### config.mk
export PLATFORM = sky130hd
export DESIGN_NAME = uart_rx_param
export DESIGN_NICKNAME = d
export VERILOG_FILES = /design/src/rtl/uart_rx_param.sv
export SDC_FILE = /design/constraint.sdc
export NUM_CORES = 1
export LEC_CHECK = 0
export CAP_MARGIN = 15
export CORE_UTILIZATION = 46
export CTS_CLUSTER_DIAMETER = 50
export DETAILED_ROUTE_END_ITERATION = 8
export HOLD_SLACK_MARGIN = 0.15
export PLACE_DENSITY = 0.65
export RECOVER_POWER = 50
export SKIP_LAST_GASP = 1
export SYNTH_ARGS = -nofsm -noshare
export SYNTH_HDL_FRONTEND = slang
export SYNTH_SLANG_ARGS = --single-unit
### constraint.sdc
create_clock -name clk -period 4.5 [get_ports clk]
set_input_delay 1.125 -clock clk [delete_from_list [all_inputs] [get_ports clk]]
set_output_delay 1.125 -clock clk [all_outputs]
set_load 0.1 [all_outputs]
### src/rtl/uart_rx_param.sv
// ----------------------------------------------------------------------------
// uart_rx_param
// Parametrised UART receiver: serial rx -> parallel word.
// 16x oversampling, each bit decided by a 3-sample majority vote taken at
// oversample counts 7, 8 and 9. Configurable data width, parity and stop bits.
// Reports parity, framing and overrun errors. Delivers words to a host or FIFO
// over a valid/ready handshake.
//
// Parameters:
//   CLK_FREQ   system clock in Hz
//   BAUD_RATE  line rate in bit/s; OS_DIV = CLK_FREQ/(BAUD_RATE*16) must be >= 2
//   DATA_BITS  data bits per frame, 5..9
//   PARITY     0 = none, 1 = even, 2 = odd
//   STOP_BITS  1 or 2
//
// Ports:
//   clk         system clock, rising edge
//   rst_n       asynchronous reset, active low
//   rx          serial line, asynchronous, idle high
//   data        received word, LSB received first
//   valid       data and flags are held stable while valid is high
//   ready       consumer accepts the word on a cycle with valid && ready
//   parity_err  parity mismatch for the word in data (qualified by valid)
//   frame_err   a stop bit was sampled low for the word in data (qualified by valid)
//   overrun     one-cycle pulse: a frame completed while valid && !ready, frame dropped
//   busy        receiver is not idle
//   break_det   (only with UART_RX_BREAK_EN) one-cycle pulse on a break frame
//
// Optional feature macro: UART_RX_BREAK_EN
//   Defined: an all-zero frame with a low stop bit is reported on break_det
//   instead of being delivered as a word. Undefined: such a frame is delivered
//   as data 0 with frame_err set.
// ----------------------------------------------------------------------------
module uart_rx_param #(
    parameter int CLK_FREQ  = 50_000_000,
    parameter int BAUD_RATE = 9600,
    parameter int DATA_BITS = 8,
    parameter int PARITY    = 0,
    parameter int STOP_BITS = 1
) (
    input  logic                 clk,
    input  logic                 rst_n,
    input  logic                 rx,
    output logic [DATA_BITS-1:0] data,
    output logic                 valid,
    input  logic                 ready,
    output logic                 parity_err,
    output logic                 frame_err,
    output logic                 overrun,
    output logic                 busy
`ifdef UART_RX_BREAK_EN
    ,
    output logic                 break_det
`endif
);

    localparam int OS_DIV = CLK_FREQ / (BAUD_RATE * 16);
    localparam int TW     = (OS_DIV > 1) ? $clog2(OS_DIV) : 1;
    localparam int BW     = $clog2(DATA_BITS + 1);
    localparam logic [TW-1:0] TICK_LAST = TW'(OS_DIV - 1);
    localparam logic [BW-1:0] BIT_LAST  = BW'(DATA_BITS - 1);
    localparam logic          STOP_LAST = 1'(STOP_BITS - 1);

    typedef enum logic [2:0] {
        S_IDLE, S_START, S_DATA, S_PARITY, S_STOP, S_WAIT_HI
    } state_t;

    state_t state, next_state;

    logic                 rx_meta, rx_s;
    logic [TW-1:0]        tick_cnt;
    logic [3:0]           os_cnt;
    logic [BW-1:0]        bit_cnt;
    logic [DATA_BITS-1:0] shreg;
    logic                 samp7, samp8, samp9;
    logic                 par_bit;
    logic                 ferr_acc;
    logic                 stop_idx;

    logic tick, bit_end, mid_tick, last_stop, complete;
    logic maj_held, maj_live, frame_perr, frame_ferr, is_break;

    // Two-flop synchroniser; resets to the idle-high line level so that
    // reset release never looks like a start bit.
    always_ff @(posedge clk or negedge rst_n) begin
        if (!rst_n) begin
            rx_meta <= 1'b1;
            rx_s    <= 1'b1;
        end else begin
            rx_meta <= rx;
            rx_s    <= rx_meta;
        end
    end

    always_ff @(posedge clk or negedge rst_n) begin
        if (!rst_n) state <= S_IDLE;
        else        state <= next_state;
    end

    // Decode of the current state and bit timing.
    // maj_live folds in the sample being taken right now (os_cnt 9) so that
    // a stop bit can be judged on the same tick it is completed.
    always_comb begin
        busy       = (state != S_IDLE);
        tick       = busy && (tick_cnt == TICK_LAST);
        bit_end    = tick && (os_cnt == 4'd15);
        mid_tick   = tick && (os_cnt == 4'd9);
        last_stop  = (stop_idx == STOP_LAST);
        complete   = (state == S_STOP) && mid_tick && last_stop;
        maj_held   = (samp7 & samp8) | (samp7 & samp9) | (samp8 & samp9);
        maj_live   = (samp7 & samp8) | (samp7 & rx_s) | (samp8 & rx_s);
        frame_ferr = ferr_acc | ~maj_live;
        frame_perr = (PARITY != 0) && (((^shreg) ^ par_bit) != (PARITY == 2));
`ifdef UART_RX_BREAK_EN
        is_break   = complete && frame_ferr && (shreg == '0) && ((PARITY == 0) || !par_bit);
`else
        is_break   = 1'b0;
`endif
    end

    always_comb begin
        next_state = state;
        case (state)
            S_IDLE:    if (!rx_s) next_state = S_START;
            S_START:   if (bit_end) next_state = maj_held ? S_IDLE : S_DATA;
            S_DATA:    if (bit_end && (bit_cnt == BIT_LAST))
                           next_state = (PARITY != 0) ? S_PARITY : S_STOP;
            S_PARITY:  if (bit_end) next_state = S_STOP;
            S_STOP:    if (complete) next_state = frame_ferr ? S_WAIT_HI : S_IDLE;
            S_WAIT_HI: if (rx_s) next_state = S_IDLE;
            default:   next_state = S_IDLE;
        endcase
    end

    // Bit timing and frame assembly. Everything is held cleared while idle,
    // so leaving IDLE always starts the tick and oversample counters at zero.
    always_ff @(posedge clk or negedge rst_n) begin
        if (!rst_n) begin
            tick_cnt <= '0;
            os_cnt   <= '0;
            bit_cnt  <= '0;
            shreg    <= '0;
            samp7    <= 1'b1;
            samp8    <= 1'b1;
            samp9    <= 1'b1;
            par_bit  <= 1'b0;
            ferr_acc <= 1'b0;
            stop_idx <= 1'b0;
        end else if (state == S_IDLE) begin
            tick_cnt <= '0;
            os_cnt   <= '0;
            bit_cnt  <= '0;
            ferr_acc <= 1'b0;
            stop_idx <= 1'b0;
        end else begin
            tick_cnt <= tick ? '0 : tick_cnt + TW'(1);
            if (tick) begin
                os_cnt <= os_cnt + 4'd1;
                case (os_cnt)
                    4'd7:    samp7 <= rx_s;
                    4'd8:    samp8 <= rx_s;
                    4'd9:    samp9 <= rx_s;
                    default: ;
                endcase
            end
            if (bit_end && (state == S_DATA)) begin
                shreg   <= {maj_held, shreg[DATA_BITS-1:1]};
                bit_cnt <= bit_cnt + BW'(1);
            end
            if (bit_end && (state == S_PARITY)) par_bit <= maj_held;
            if (mid_tick && (state == S_STOP) && !maj_live) ferr_acc <= 1'b1;
            if (bit_end && (state == S_STOP)) stop_idx <= 1'b1;
        end
    end

    // Host handshake. A completed frame loads only if the output slot is
    // empty or being emptied this cycle; otherwise it is dropped and the
    // pending word stays untouched.
    always_ff @(posedge clk or negedge rst_n) begin
        if (!rst_n) begin
            data       <= '0;
            valid      <= 1'b0;
            parity_err <= 1'b0;
            frame_err  <= 1'b0;
            overrun    <= 1'b0;
`ifdef UART_RX_BREAK_EN
            break_det  <= 1'b0;
`endif
        end else begin
            overrun <= 1'b0;
`ifdef UART_RX_BREAK_EN
            break_det <= is_break;
`endif
            if (complete && !is_break) begin
                if (!valid || ready) begin
                    data       <= shreg;
                    parity_err <= frame_perr;
                    frame_err  <= frame_ferr;
                    valid      <= 1'b1;
                end else begin
                    overrun <= 1'b1;
                end
            end else if (valid && ready) begin
                valid <= 1'b0;
            end
        end
    end

endmodule

# Yosys cells after proc, flatten, opt, wreduce, memory -nomap -nowiden
# Cells that the tools add are included.
# word_totals
reg_bits	46
out_inout_bits	13
wordCells	101
# op_classes
add_sub_neg	3
n_eq_ne	18
mux	24
bitwise_logic	13
n_reduce_logical	27
# op_table
cell	n
$mux 3	7
$mux 9	2
$pmux 3 s6	1
$mux 4	4
$eq 4x4->1 const B	3
$ne 2x2->1 const B	6
$logic_and 1x1->1	10
$reduce_bool 2->1	5
$add 9x1->9 const B	1
$eq 9x9->1 const B	1
$mux 1	9
$reduce_and 3->1	3
$add 4x1->4 const B	2
$eq 4x3->1 const B	2
$eq 3x2->1 const B	2
$eq 3x3->1 const B	2
$reduce_and 2->1	3
$reduce_and 6->1	1
$and 1x1->1	5
$or 1x1->1	5
$eq 3x1->1 const B	1
$logic_not 3->1	1
$not 1->1	3
$reduce_bool 3->1	1
4 further kinds	5

# Logic depth before layout (Yosys ltp)
# Gate-level depths: netlist (run 1).
# logic_depth
depth_word	8
mapped_depth	8

# Least setup slack after synthesis (run 1)
# OpenSTA, ideal clock, no wires.
# synth_path
path_type	register -> output
start	reg state[2]
end	out busy
t_arrival_ns	1.569
path_slack_ns	1.806
path_stages_with_launch	5
n_path_buf	2
path_cell_list	dfrtp_1 > buf_2 > nor3_2 > clkbuf_1 > inv_1
# synth_between
elab_chain_cells	1
# synth_lines
item	line_no	text
start: declaration	68	state_t state, next_state;
start signal: assignment	97	else state <= next_state;
$reduce_bool 3->1	104	busy = (state != S_IDLE);
end: declaration	50	output logic busy
# No other way between the ends.

# Worst setup path in the final report (run 1)
# layout_path
start	reg state[1]
end	out busy
# The elaborated chain is that of the path after synthesis.

==> results of run 1 <==
[area by class of cell]
| class | count | area (um2) |
|---|---|---|
| Clock inverter | 1 | 5.00 |
| Inverter | 8 | 30.0 |
| Timing Repair Buffer | 16 | 151 |
| Clock buffer | 7 | 86.3 |
| Multi-Input combinational cell | 127 | 962 |
| Fill cell | 391 | 2020 |
| Sequential cell | 46 | 1160 |
| Tap cell | 52 | 65.1 |
[cells by family (layout without fill, tap and decap cells)]
logic type                 count (synthesis)  after routing  synth area share
DFF                                       46             46             0.523
other                                      1              1           0.00170
xor gates and xnor gates                  11             11            0.0436
and+or+nand+nor                           66             66             0.184
AOI/OAI and AO/OA                         20             20            0.0623
buffers and inverters                     16             32            0.0357
muxes                                     21             21             0.106
adders and majority gates                  8              8            0.0430
[report_power, final]
part           internal (uW)  switching [uW]  total, uW
clock network            124             127        251
registers                415            1.13        416
logic                   1.87            11.7       13.6
[critical path, delay by kind of cell (launching register included)]
| kind | cells | cell delay (ns) |
|---|---|---|
| buf+inv | 3 | 1.38 |
| flops | 1 | 0.56 |
| simple gates | 1 | 0.08 |
[synth_stat cells, types with 4 or more instances]
cell type / instances
ha_1: 6
mux2_2: 18
a31oi_1: 4
dfrtp_1: 41
a21oi_1: 4
dfstp_2: 5
xor2_1: 8
nand3_1: 5
inv_1: 8
nand2_1: 7
nor2_1: 23
[per-layer routing]
layer / part of all wire / track usage / vias up
met5: 0 / 0 / -
met4: 0.030 / 0.0844 / 0
met3: 0.043 / 0.0450 / 13
met2: 0.45 / 0.274 / 34
met1: 0.47 / 0.243 / 728
li1: - / - / 680
[how the worst max path moves through the flow]
stage | from | endpoint | slack (ns) | depth (start not counted)
final | state[1] | busy | 1.05 | 4
after CTS | state[1] | busy | 1.02 | 4
after global routing | state[1] | busy | 0.93 | 4
after detailed placement | state[1] | busy | 1.37 | 4
after global placement | state[1] | busy | 1.39 | 4
after floorplan | state[2] | busy | 1.81 | 4
[through the flow]
| stage | setup WS (ns) | hold slack, ns |
|---|---|---|
| after floorplan | 1.81 | 0.345 |
| after global placement | 1.39 | 0.346 |
| after detailed placement | 1.37 | 0.361 |
| after CTS | 1.02 | 0.373 |
| after global routing | 0.929 | 0.375 |
| final | 1.05 | 0.370 |
[flip-flops by register name, summed over array words and instances, names as in the netlist]
name / count
overrun: 1
state: 3
rx_s: 1
samp7: 1
samp9: 1
samp8: 1
ferr_acc: 1
shreg: 8
stop_idx: 1
rx_meta: 1
valid: 1
tick_cnt: 9
bit_cnt: 4
frame_err: 1
os_cnt: 4
data: 8
==> flow_summary.toml, run 1 <==
[timing]
drv_slew = 47
rsz0062_at_grt = "no"
period_needed_ns = 3.45
max_freq_mhz = 290
finalHoldViolCount = 0
worst_pin_slew_ns = 2.42
post-route-period-util = 0.767
finClkSkew_ns = 0.00393
setup_tns_ns = 0
setup_viol = 0
slew_headroom = -0.614

[yosys]
synthArstFlopShare = 1.00
syn_area_um2 = 2210
yosys-top-cells-area = "dfrtp_1 46%, mux2_2 9.2%, dfstp_2 5.9%"
netlist-cell-type-count = 47
seq_area_frac_synth = 0.523
ys_warn_count = 0
syn-num-nets = 199
yosys.area.top_type_share = 0.464
netlist.top_cell.by_area = "dfrtp_1"
netlist_instances = 189
synth_edf_count = 0
ys.flop_type = "dfrtp_1"
yosys_register_bits = 46
syn-mean-instance-area_um2 = 11.7

[setup_path]
arrival_ns = 2.33
r2r-end = "shreg[0]"
worstSetupStartpointType = "flip-flop"
path_class = "reg2out"
crit_required_ns = 3.38
slowest_delay_ns = 1.13
cp-end-kind = "output pin"
crit_chain = "nor3_2 -> buf_4 -> inv_1 -> clkdlybuf4s50_1"
r2r_slack_ns = 2.14
critPathMaxFanout = 15
cpMaxStageDelayCell = "clkdlybuf4s50_1"
r2r_start = "tick_cnt[0]"
r2r_cells = 6

[clock_network]
numCtsBuffers = 5
post_cts_resized = 0
clk_pin_slew_ns = 0.08
holdBufCountCts = 0
cts.sinks = 46
clock_latency_ns = 0.29
clockBufferDepth = 2
cts-root-buf = "clkbuf_8"
cts_setup_buffers = 0
htreeDepth = 2
cts_tree = "yes"

[hold_path]
min_path_cells = 0
holdPathEnd = "rx_s"
hold_path.class = "reg2reg"
worstHoldStart = "rx_meta"

[flow_run]
drv_cap = 1

[global_routing]
antenna_found_initial = 0
grt_overflow = 0
first_global_vias = 1477
grt_pass1_wl_um = 7050
grt_usage = 0.180
grt_max_degree = 47

[finish]
mostFrequentLayoutCells = "41 x dfrtp_1, 23 x nor2_1, 18 x mux2_2"
drive_above_1_share = 0.190
nNetsFinal = 214
fin_util = 0.549
final_common_cell = "dfrtp_1"
diodes = 0
area_growth_pct = 11.1
final_area_um2 = 2460
instances_no_fill = 257

[route]
drtIter0Drc = 77
vias = 1455
routed_wirelength_um = 4030
drc = 2
drtAntennaViolNets = 0
dr.pass1.iters = 6
avgViaCountPerCell = 5.66
routedWlPerCell_um = 15.7

[floorplan]
die_w_um = 71.3
rows = 24
initial_core_util = 0.494
coreArea_um2 = 4470
dieArea_um2 = 5090
fp.dieH_um = 71.3
io_pins = 17

[outcome]
status = "complete, but fails checks"
violations = "DRC, capacitance limit, slew limit"

[pwr]
peakVddDrop_v = 0.000193
powerDensity_nw_per_um2 = 277
power_uw = 680
p_leak_uw = 0.00114

[place]
dp.cells = 249
placed_cell_area_um2 = 2380
hpwl_um = 2740
gp_congestion = 0.834
portBuffers = 15
Power figures use the tool's default switching activity.
==> run 2, diff against run 1 <==
--- a/config.mk
+++ b/config.mk
@@ -10,7 +10,7 @@
 export CTS_CLUSTER_DIAMETER = 50
 export DETAILED_ROUTE_END_ITERATION = 8
 export HOLD_SLACK_MARGIN = 0.15
-export PLACE_DENSITY = 0.65
+export PLACE_DENSITY = 0.68
 export RECOVER_POWER = 50
 export SKIP_LAST_GASP = 1
 export SYNTH_ARGS = -nofsm -noshare
==> constraint.sdc (replaced) <==
create_clock -name clk -period 3.1 [get_ports clk]
set_input_delay 0.775 -clock clk [delete_from_list [all_inputs] [get_ports clk]]
set_output_delay 0.775 -clock clk [all_outputs]
set_load 0.1 [all_outputs]
==> run 2 against run 1 <==
- the flow finishes with violations (DRC)
- worst setup slack got worse by 0.17 ns
- combinational power increased by 45%
- count of clock-buffer cells in the layout down 1
- sequential share of layout area about the same
- hold slack lost 0.010 ns
- flip-flop and latch count did not move
- routed wire length down 5.6%
- critical path depth increased by 2
- register-to-register slack worse by 1.3 ns
- clock skew is 0.0062 ns higher
- die area unchanged
- largest cell class unchanged
- largest power group unchanged
==> flow_summary.toml, run 2 (synthesis results as in run 1) <==
[timing]
holdWs_ns = 0.360
setup_tns_ns = 0
period_needed_ns = 2.22
worst_pin_slew_ns = 0.979
slew_headroom = 0.348
drv_slew = 0
max_freq_mhz = 450
finClkSkew_ns = 0.0101
setup_viol = 0
rsz0062_at_grt = "no"
finalHoldViolCount = 0
post-route-period-util = 0.717

[clock_network]
htreeDepth = 2
clk_pin_slew_ns = 0.08
cts_tree = "yes"
cts.sinks = 46
cts-root-buf = "clkbuf_8"
clockBufferDepth = 2
cts_setup_buffers = 0
post_cts_resized = 0
numCtsBuffers = 5
holdBufCountCts = 0
clock_latency_ns = 0.30

[setup_path]
r2r_slack_ns = 0.88
r2r-end = "shreg[2]"
path_class = "reg2reg"
cpMaxStageDelayCell = "nor3_4"
critPathMaxFanout = 14
slowest_delay_ns = 0.60
crit_chain = "inv_1 -> ha_1 -> and4bb_1 -> nand3_4 -> nor3_4 -> mux2_2"
crit_required_ns = 3.28
worstSetupStartpointType = "flip-flop"
arrival_ns = 2.40
cp-end-kind = "flip-flop"
r2r_start = "tick_cnt[0]"
r2r_cells = 6

[global_routing]
grt_max_degree = 47
grt_pass1_wl_um = 6720
antenna_found_initial = 0
grt_usage = 0.171
first_global_vias = 1492
grt_overflow = 0

[route]
routed_wirelength_um = 3810
drtIter0Drc = 147
drtAntennaViolNets = 0
vias = 1428
dr.pass1.iters = 6
drc = 1
routedWlPerCell_um = 14.8
avgViaCountPerCell = 5.56

[finish]
largest_reg_flops = 9
regMostFlops = "tick_cnt"
area_growth_pct = 11.3
final_common_cell = "dfrtp_1"
fin_util = 0.550
final_area_um2 = 2460
nNetsFinal = 214
top_regs = "tick_cnt x9, data x8, shreg x8"
drive_above_1_share = 0.259
diodes = 0
instances_no_fill = 257
mostFrequentLayoutCells = "41 x dfrtp_1, 23 x nor2_1, 18 x mux2_2"
n_fill_cell = 390

[floorplan]
die_w_um = 71.3
io_pins = 17
rows = 24
fp.dieH_um = 71.3
dieArea_um2 = 5090
coreArea_um2 = 4470
initial_core_util = 0.494

[outcome]
status = "complete, but fails checks"
violations = "DRC"

[hold_path]
min_path_cells = 0
worstHoldStart = "rx_meta"
hold_path.class = "reg2reg"
holdPathEnd = "rx_s"

[pwr]
p_leak_uw = 0.00117
powerDensity_nw_per_um2 = 432
peakVddDrop_v = 0.000287

[place]
dp.cells = 249
portBuffers = 15
gp_congestion = 0.881
hpwl_um = 2660
placed_cell_area_um2 = 2350

[flow_run]
drv_cap = 0
run 2: changes by cell type in the layout (fill, tap and decap cells not counted), sizes merged:
| cell | before | now |
|---|---|---|
| bufinv | 0 | 1 |
| clkinv | 1 | 0 |
| buf | 1 | 14 |
| clkinvlp | 0 | 1 |
| clkbuf | 8 | 6 |
| clkdlybuf4s50 | 13 | 1 |
run 2: metal layers:
metal	wire, um	GRT usage	vias to the layer above
met5	0	0	-
met4	84	0.0822	0
met3	121	0.0352	9
met2	1830	0.286	28
met1	1770	0.214	706
li1	-	-	685
run 2: power breakdown:
group	leakage, uW	total (uW)	internal, uW	switching, uW
Combinational	0.000515	19.7	2.98	16.7
Sequential	0.000605	604	602	1.45
Clock	0.0000514	440	240	199
run 2: final cells by class:
type / count / area, um2 / share of cell area
clock buffers: 6 / 72.6 / 0.0295
clock inverters: 2 / 37.5 / 0.0153
flip-flops and latches: 46 / 1160 / 0.470
inverters: 8 / 30.0 / 0.0122
repair buffers: 16 / 123 / 0.0498
well taps: 52 / 65.1 / 0.0264
multi-input cells: 127 / 975 / 0.396
run 2: how the worst max path moves through the flow:
stage	from	end	slack, ns	cells after the start
global route	tick_cnt[0]	shreg[3]	0.73	6
detailed placement	ready	data[1]	0.84	5
floorplan	state[2]	busy	0.76	4
CTS	tick_cnt[0]	shreg[2]	0.86	6
global placement	ready	data[0]	0.88	5
finish	tick_cnt[0]	shreg[2]	0.88	6
run 2: per-stage QoR:
stage / worst slack, ns / power [uW]
CTS: 0.861 / 1080
detailed placement: 0.844 / 636
global route: 0.728 / 1110
global placement: 0.878 / 636
floorplan: 0.756 / 622
finish: 0.879 / 1060
run 2: critical path: cells and delay by family (launching register included):
family        cells  cell delay [ns]
simple gates      3             1.02
flops             1             0.45
mux               1             0.41
fa+ha+maj         1             0.15
buf+inv           1             0.08
